File: config.mk
export PLATFORM = sky130hd
export DESIGN_NAME = hazard_scoreboard
export DESIGN_NICKNAME = d
export VERILOG_FILES = /design/src/rtl/hazard_scoreboard_pkg.sv /design/src/rtl/hazard_scoreboard_cmp.sv /design/src/rtl/hazard_scoreboard.sv
export SDC_FILE = /design/constraint.sdc
export NUM_CORES = 1
export LEC_CHECK = 0
export CORE_ASPECT_RATIO = 1.2
export CORE_MARGIN = 3
export CORE_UTILIZATION = 48
export DETAILED_ROUTE_END_ITERATION = 10
export GPL_TIMING_DRIVEN = 0
export PLACE_DENSITY_LB_ADDON = 0.25
export SYNTH_ARGS = -nofsm -noshare
export SYNTH_HDL_FRONTEND = slang
export SYNTH_SLANG_ARGS = --single-unit
File: constraint.sdc
create_clock -name clk -period 2.63 [get_ports clk]
set_clock_uncertainty 0.05 [all_clocks]
set_input_delay 0.526 -clock clk [delete_from_list [all_inputs] [get_ports clk]]
set_output_delay 0.526 -clock clk [all_outputs]
set_load 0.02 [all_outputs]
File: src/rtl/hazard_scoreboard_pkg.sv
// Shared pipeline definitions: register/Tnew/Tuse codes and the
// per-stage {a3, tnew} record used by the hazard scoreboard.
package pipeline_defs;

  localparam int REG_W  = 5;
  localparam int TNEW_W = 2;

  localparam logic [REG_W-1:0] REG_ZERO = 5'd0;
  localparam logic [REG_W-1:0] REG_RA   = 5'd31;

  localparam logic [TNEW_W-1:0] TUSE_NONE  = 2'd3;
  localparam logic [TNEW_W-1:0] TUSE_BR    = 2'd0;
  localparam logic [TNEW_W-1:0] TUSE_ALU   = 2'd1;
  localparam logic [TNEW_W-1:0] TUSE_SW_RT = 2'd2;

  localparam logic [TNEW_W-1:0] TNEW_JAL = 2'd0;
  localparam logic [TNEW_W-1:0] TNEW_ALU = 2'd1;
  localparam logic [TNEW_W-1:0] TNEW_LW  = 2'd2;

  typedef struct packed {
    logic [REG_W-1:0]  a3;
    logic [TNEW_W-1:0] tnew;
  } stage_info_t;

  function automatic logic [TNEW_W-1:0] sat_dec(
    input logic [TNEW_W-1:0] x
  );
    return (x == '0) ? '0 : x - 1'b1;
  endfunction

endpackage

File: src/rtl/hazard_scoreboard_cmp.sv
// Single-operand hazard check against the E and M producers.
// Ports: valid_i, src_i, tuse_i, e_a3_i/e_tnew_i, m_a3_i/m_tnew_i -> hazard_o.
module hazard_cmp
  import pipeline_defs::*;
#(
  parameter int REG_W  = pipeline_defs::REG_W,
  parameter int TNEW_W = pipeline_defs::TNEW_W
) (
  input  logic              valid_i,
  input  logic [REG_W-1:0]  src_i,
  input  logic [TNEW_W-1:0] tuse_i,
  input  logic [REG_W-1:0]  e_a3_i,
  input  logic [TNEW_W-1:0] e_tnew_i,
  input  logic [REG_W-1:0]  m_a3_i,
  input  logic [TNEW_W-1:0] m_tnew_i,
  output logic              hazard_o
);

  logic e_hit;
  logic m_hit;

  // Both producers are checked; the younger E entry does not mask M.
  assign e_hit = (src_i == e_a3_i) && (e_tnew_i > tuse_i);
  assign m_hit = (src_i == m_a3_i) && (m_tnew_i > tuse_i);

  always_comb begin
    hazard_o = 1'b0;
    if (valid_i && (src_i != '0) && (tuse_i != TNEW_W'(TUSE_NONE))) begin
      hazard_o = e_hit || m_hit;
    end
  end

endmodule

File: src/rtl/hazard_scoreboard.sv
// E/M/W destination + Tnew tracker driving the D-stage stall decision.
// Ports: D-stage operands in; stall, per-stage a3/tnew and stall_cnt out.
module hazard_scoreboard
  import pipeline_defs::*;
#(
  parameter int REG_W  = pipeline_defs::REG_W,
  parameter int TNEW_W = pipeline_defs::TNEW_W,
  parameter int CNT_W  = 16
) (
  input  logic              clk,
  input  logic              rst_n,
  input  logic              d_valid,
  input  logic [REG_W-1:0]  d_rs,
  input  logic [REG_W-1:0]  d_rt,
  input  logic [TNEW_W-1:0] d_tuse_rs,
  input  logic [TNEW_W-1:0] d_tuse_rt,
  input  logic [REG_W-1:0]  d_a3,
  input  logic [TNEW_W-1:0] d_tnew,
  input  logic              cnt_clr,
  output logic              stall,
  output logic [REG_W-1:0]  e_a3,
  output logic [TNEW_W-1:0] e_tnew,
  output logic [REG_W-1:0]  m_a3,
  output logic [TNEW_W-1:0] m_tnew,
  output logic [REG_W-1:0]  w_a3,
  output logic [CNT_W-1:0]  stall_cnt
);

  stage_info_t      e_q, e_d;
  stage_info_t      m_q, m_d;
  logic [REG_W-1:0] w_q, w_d;
  logic [CNT_W-1:0] cnt_q, cnt_d;

  logic haz_rs;
  logic haz_rt;

  hazard_cmp #(
    .REG_W (REG_W),
    .TNEW_W(TNEW_W)
  ) u_cmp_rs (
    .valid_i (d_valid),
    .src_i   (d_rs),
    .tuse_i  (d_tuse_rs),
    .e_a3_i  (e_q.a3),
    .e_tnew_i(e_q.tnew),
    .m_a3_i  (m_q.a3),
    .m_tnew_i(m_q.tnew),
    .hazard_o(haz_rs)
  );

  hazard_cmp #(
    .REG_W (REG_W),
    .TNEW_W(TNEW_W)
  ) u_cmp_rt (
    .valid_i (d_valid),
    .src_i   (d_rt),
    .tuse_i  (d_tuse_rt),
    .e_a3_i  (e_q.a3),
    .e_tnew_i(e_q.tnew),
    .m_a3_i  (m_q.a3),
    .m_tnew_i(m_q.tnew),
    .hazard_o(haz_rt)
  );

  assign stall = haz_rs || haz_rt;

  always_comb begin
    e_d = '0;
    if (d_valid && !stall) begin
      e_d.a3   = d_a3;
      e_d.tnew = d_tnew;
    end
    m_d.a3   = e_q.a3;
    m_d.tnew = sat_dec(e_q.tnew);
    w_d      = m_q.a3;
  end

  // Clear wins over increment; increment stops at all-ones.
  always_comb begin
    cnt_d = cnt_q;
    if (cnt_clr) begin
      cnt_d = '0;
    end else if (stall && !(&cnt_q)) begin
      cnt_d = cnt_q + 1'b1;
    end
  end

  always_ff @(posedge clk or negedge rst_n) begin
    if (!rst_n) begin
      e_q   <= '0;
      m_q   <= '0;
      w_q   <= '0;
      cnt_q <= '0;
    end else begin
      e_q   <= e_d;
      m_q   <= m_d;
      w_q   <= w_d;
      cnt_q <= cnt_d;
    end
  end

  assign e_a3      = e_q.a3;
  assign e_tnew    = e_q.tnew;
  assign m_a3      = m_q.a3;
  assign m_tnew    = m_q.tnew;
  assign w_a3      = w_q;
  assign stall_cnt = cnt_q;

endmodule

Word-level counts from Yosys, hierarchy flattened
Cells that the tools add are included.
{ "word_totals": {"elab_cells": 44, "regBits": 35, "output_inout_bits": 36} }
{ "op_classes": {"n_lt_le_gt_ge": 4, "add_sub_neg": 2, "eq_ne": 6, "reduce_logical": 20, "n_mux": 6} }
{ "op_table": {"columns": ["op", "n"], "rows": [
  ["two-way mux 16 bit", 2],
  ["== test 5 bit", 4],
  ["adder 16 x 1 -> 16 bit, second input constant", 1],
  ["AND reduction 16 bit", 1],
  ["logical AND 1 bit", 10],
  ["nonzero test 5 bit", 2],
  ["greater-than comparator 2 bit", 4],
  ["two-way mux 7 bit", 1],
  ["!= test 2 bit, second input constant", 2],
  ["logical OR 1 bit", 3],
  ["zero test 1 bit", 2],
  ["zero test 2 bit", 1],
  ["two-way mux 1 bit", 2],
  ["two-way mux 2 bit", 1],
  ["nonzero test 2 bit", 1],
  ["subtractor 2 x 1 -> 2 bit, second input constant", 1]
]} }

Depth between registers and ports, before layout
{ "logic_depth": {"ltp_word": 8, "ltp_mapped": 9, "mapped_depth_nobuf": 8} }

Cells and area by module
Synthesis repeated with hierarchy kept, for this count alone.
{ "hier_totals": {"hier_cells": 192, "hier_area_um2": 1944.4} }
{ "modules_own_cells": {"columns": ["mod", "seq_area_each_um2", "area_each_um2", "cells_each", "instances"], "rows": [
  ["hazard_scoreboard", 875.8, 1493.9, 130, 1],
  ["hazard_cmp", 0.0, 225.2, 31, 2]
]} }

Worst setup path before layout
Ideal clock, no wire load.
{ "synth_path": {"path_type": "in2out", "from": "input port d_tuse_rs[1]", "to": "output port stall", "stages": 8, "path_slack_ns": 0.170, "arrival_time_ns": 1.884, "cell_sequence": "inv_1 -> ha_1 -> nand2_1 -> nand4_1 -> nor4_4 -> o21bai_4 -> buf_6 -> nand2_1"} }
{ "synth_via": {"elab_chain_cells": 5, "elab_cells_between_ends": 9, "classes_between": "2 x order compare; 1 x eq/ne; 1 x mux; 5 x reduce/logical"} }
{ "synth_lines": {"columns": ["item", "line", "rtl"], "rows": [
  ["from (decl)", "hazard_scoreboard.sv:15", "input logic [TNEW_W-1:0] d_tuse_rs,"],
  ["greater-than comparator 2 bit (on tied branches)", "hazard_scoreboard_cmp.sv:23, hazard_scoreboard_cmp.sv:24", null],
  ["logical AND 1 bit (on tied branches)", "hazard_scoreboard_cmp.sv:23, hazard_scoreboard_cmp.sv:24", null],
  ["logical OR 1 bit", "hazard_scoreboard_cmp.sv:29", "hazard_o = e_hit || m_hit;"],
  ["two-way mux 1 bit (*)", "hazard_scoreboard_cmp.sv:28", "if (valid_i && (src_i != '0) && (tuse_i != TNEW_W'(TUSE_NONE))) begin"],
  ["logical OR 1 bit (*)", "hazard_scoreboard.sv:65", "assign stall = haz_rs || haz_rt;"],
  ["to (decl)", "hazard_scoreboard.sv:20", "output logic stall,"]
]} }
Every way passes the cells marked *; elsewhere a longest branch is shown, timed or not.

Final worst setup path
{ "layout_path": {"from": "register e_q (netlist bit e_tnew[0])", "to": "output port stall"} }
{ "layout_via": {"elab_chain_cells": 5, "elab_cells_between_ends": 9, "classes_between": "2 x order compare; 2 x mux; 5 x reduce/logical"} }
{ "layout_lines": {"columns": ["item", "line", "rtl"], "rows": [
  ["from (decl)", "hazard_scoreboard.sv:29", "stage_info_t e_q, e_d;"],
  ["from (signal assigned)", "hazard_scoreboard.sv:90", "e_q <= '0;"],
  ["from (signal assigned)", "hazard_scoreboard.sv:95", "e_q <= e_d;"],
  ["greater-than comparator 2 bit", "hazard_scoreboard_cmp.sv:23", "assign e_hit = (src_i == e_a3_i) && (e_tnew_i > tuse_i);"],
  ["logical AND 1 bit", "hazard_scoreboard_cmp.sv:23", null],
  ["logical OR 1 bit", "hazard_scoreboard_cmp.sv:29", null],
  ["two-way mux 1 bit", "hazard_scoreboard_cmp.sv:28", null],
  ["logical OR 1 bit (*)", "hazard_scoreboard.sv:65", null]
]} }
Marks and branches as above.

==> summary.md <==
| Metric | Value |
|---|---|
| Via/cell ratio | 5.35 |
| CP endpoint | stall |
| Worst Path Arrival | 2020 ps |
| Via count | 1845 |
| Syn Inst Count | 217 |
| DRC viols | 0 |
| Final WS setup | 38.0 ps |
| Die X | 67.5 um |
| Fin. max-slew vios | 0 |
| CTS tree | yes |
| Endpoints failing setup | 0 |
| Critical path's slowest cell | dfrtp_1 |
| R2R Path Start | e_tnew[0] |
| Reg2reg setup slack | 100 ps |
| Crit path kind | flip-flop to output pin |
| PwrDens | 395 nW/um2 |
| Most used DFF post-synth | dfrtp_1 |
| RSZ-0062 raised after global routing | true |
| Wirelength per Cell | 15.5 um |
| Crit path depth | 9 |
| First-pass GRT wire length | 8610 um |
| ANT nets after route | 0 |
| EDFF count, synth | 0 |
| Port buffer count | 59 |
| P_leak | 1.30 nW |
| Synth unique cells | 33 |
| Initial Utilization | 50.3% |
| Routability cong. | 0.864 |
| Grt ovf | 0 |
| Crit path largest cell delay | 410 ps |
| Sequential share of the synthesized area | 40.2% |
| Relative slew margins | 47.5% |
| Mapped cell area | 2180 um2 |
| Die ar. | 5380 um2 |
| CP Launch Point | e_tnew[0] |
| Critical path required time | 2050 ps |
| P&R area growth vs syn | 41.7% |
| Clk sinks | 35 |
| Minimum clock period | 2590 ps |
| Fraction of registers with async set or reset after synthesis | 100% |
| CP max FO | 3 |
| Fmax achieved | 0.386 GHz |
| Die height | 79.8 um |
| Slew @ Worst Pin | 788 ps |
| Total GRT Usage | 21.0% |
| Clock Pin Slew Worst Setup and Hold Paths | 70 ps |
| WP buf/inv | 3 |
| Crit start category | flip-flop |
| Worst-Skew Late Latency | 280 ps |
| Fin crit share | 98.6% |
| H-tree depth | 2 |
| Layout cells sized above 1 | 21.5% |
| Total power | 1.22 mW |
| Peak supply drop | 0.386 mV |
| # fillers | 341 |
| Vias in the first global route | 1857 |
| Final wirelength | 5330 um |
| Final #Nets | 322 |
| Row count | 26 |
| Post-Place Worst Slack | -1010 ps |
| Worst R2R End | stall_cnt[11] |
| Synth Area per Inst | 10.0 um2 |
| Crit path max-delay family | simple AND/OR/NAND/NOR gates |
| Syn. warnings | 0 |
| Number of diodes | 0 |
| Reg2Reg Depth | 9 |
| Hold WC Path Type | input pin to async pin |
| Post-synthesis register bit count | 35 |
| CTS buffer count | 5 |
| Worst setup EP type | output pin |
| Hold Vio Cnt, Final | 0 |
| Initial antenna violation count | 0 |
| 1st-pass router iterations | 4 |
| Syn Nets | 251 |
| Status | completed |
| Core area | 4330 um2 |
| I/O Pins | 61 |
| Largest net degree at the start of global routing | 36 |
| Max Cap Violations | 0 |
| Clk buf depth | 2 |
| Cell Chain, Critical Path | inv_2, ha_4, nand2_2, nand4_1, nor4_2, o2111ai_2, clkbuf_8, nand2_4, buf_6 |
| Root buf cell | clkbuf_8 |
| DP Wirelength | 3840 um |
| Initial DRC count | 65 |
metrics by stage:
step / std cells / setup TNS [ps] / utilization (%) / hold slack [ps] / instance area [um2]
final: 345 / 0 / 71.3 / 276 / 3080
after global routing: 345 / -54.9 / 71.3 / 334 / 3080
after CTS: 343 / 0 / 68.5 / 305 / 2960
after detailed placement: 332 / -10860 / 65.5 / 406 / 2830
after global placement: 332 / -10160 / 65.6 / 409 / 2840
after floorplan: 217 / 0 / - / 180 / 2180
cell usage in the layout (no fill, tap or decap), drive strengths merged:
cell type,count
inv,18
xor2,8
nor2,25
or2,1
o2111ai,1
xnor2,12
mux2,14
a2111oi,4
nor4,5
nor3,1
or4,1
nand4,7
a21oi,7
o21ai,1
o211ai,3
a211o,2
and3,2
nor2b,14
dlygate4sd2,8
and2,2
nand2,13
buf,15
o21bai,1
clkdlybuf4s50,44
clkbuf,16
dlymetal6s2s,1
a211oi,10
ha,9
nand3,9
dfrtp,35
registers in the layout, indices dropped and copies added, names as in the netlist:
| register | flops |
|---|---|
| e_a3 | 5 |
| e_tnew | 2 |
| m_tnew | 2 |
| w_a3 | 5 |
| m_a3 | 5 |
| stall_cnt | 16 |
where the power goes:
group	leakage [nW]	total [mW]	switching, mW	internal, mW
logic	0.786	0.222	0.115	0.106
clock network	0.0515	0.424	0.185	0.239
registers	0.467	0.573	0.0186	0.554
layer usage:
| metal | up-vias | GRT usage [%] | routed length [um] |
|---|---|---|---|
| li1 | 885 | - | - |
| met3 | 9 | 3.66 | 241 |
| met2 | 62 | 36.5 | 2780 |
| met5 | - | 0 | 0 |
| met4 | 0 | 5.48 | 88 |
| met1 | 889 | 26.2 | 2230 |
cell families after synthesis:
family / share of synthesized area [%]
muxes: 7.24
buffers and inverters: 6.78
xor gates and xnor gates: 8.05
and+or+nand+nor: 19.8
DFF: 40.2
adders and majority gates: 5.17
AOI/OAI and AO/OA: 12.8
repair_timing:
item	in CTS	in global routing
hold buffers	0	0
pin swaps	7	12
gates resized for setup	23	28
buffers inserted	3	2
endpoints found under the setup margin	24	7
cell type report:
type	instances	area [um2]	share of cell area, %
tap	56	70.1	2.27
timing repair buffer	64	597	19.4
buffer	12	90.1	2.92
inverter	18	67.6	2.19
multi-input combinational	152	1280	41.5
sequential	35	878	28.5
clock buffer	8	100	3.25
synth_stat cells (2+ instances only):
| library cell | n | area share [%] |
|---|---|---|
| nor4_1 | 2 | 0.57 |
| a211o_1 | 2 | 0.80 |
| a211oi_1 | 4 | 1.4 |
| nand2_1 | 13 | 2.2 |
| o211ai_1 | 2 | 0.69 |
| nor2b_1 | 14 | 4.0 |
| and3_1 | 2 | 0.57 |
| a2111oi_2 | 4 | 2.8 |
| clkbuf_1 | 4 | 0.69 |
| and2_1 | 2 | 0.57 |
| a21oi_1 | 7 | 1.6 |
| nor2_1 | 25 | 4.3 |
| xor2_1 | 8 | 3.2 |
| buf_6 | 2 | 1.0 |
| nand4_1 | 7 | 2.0 |
| dfrtp_1 | 35 | 40 |
| buf_4 | 5 | 1.7 |
| nor4_4 | 2 | 2.0 |
| inv_1 | 18 | 3.1 |
| mux2_1 | 14 | 7.2 |
| xnor2_1 | 12 | 4.8 |
| ha_1 | 9 | 5.2 |
| a211oi_2 | 6 | 3.4 |
| nand3_1 | 9 | 2.1 |
worst min path at each step:
stage              start         to  slack [ps]  cells past startpoint
5_1_grt            rst_n    m_a3[4]         330                      1
6_report           rst_n    w_a3[4]         280                      1
4_1_cts            rst_n    w_a3[4]         300                      1
2_1_floorplan      rst_n    e_a3[0]         180                      0
3_5_place_dp     m_a3[1]    w_a3[1]         410                      0
3_3_place_gp   e_tnew[0]  m_tnew[0]         410                      1
No activity file was read; power rests on OpenSTA's default activity.
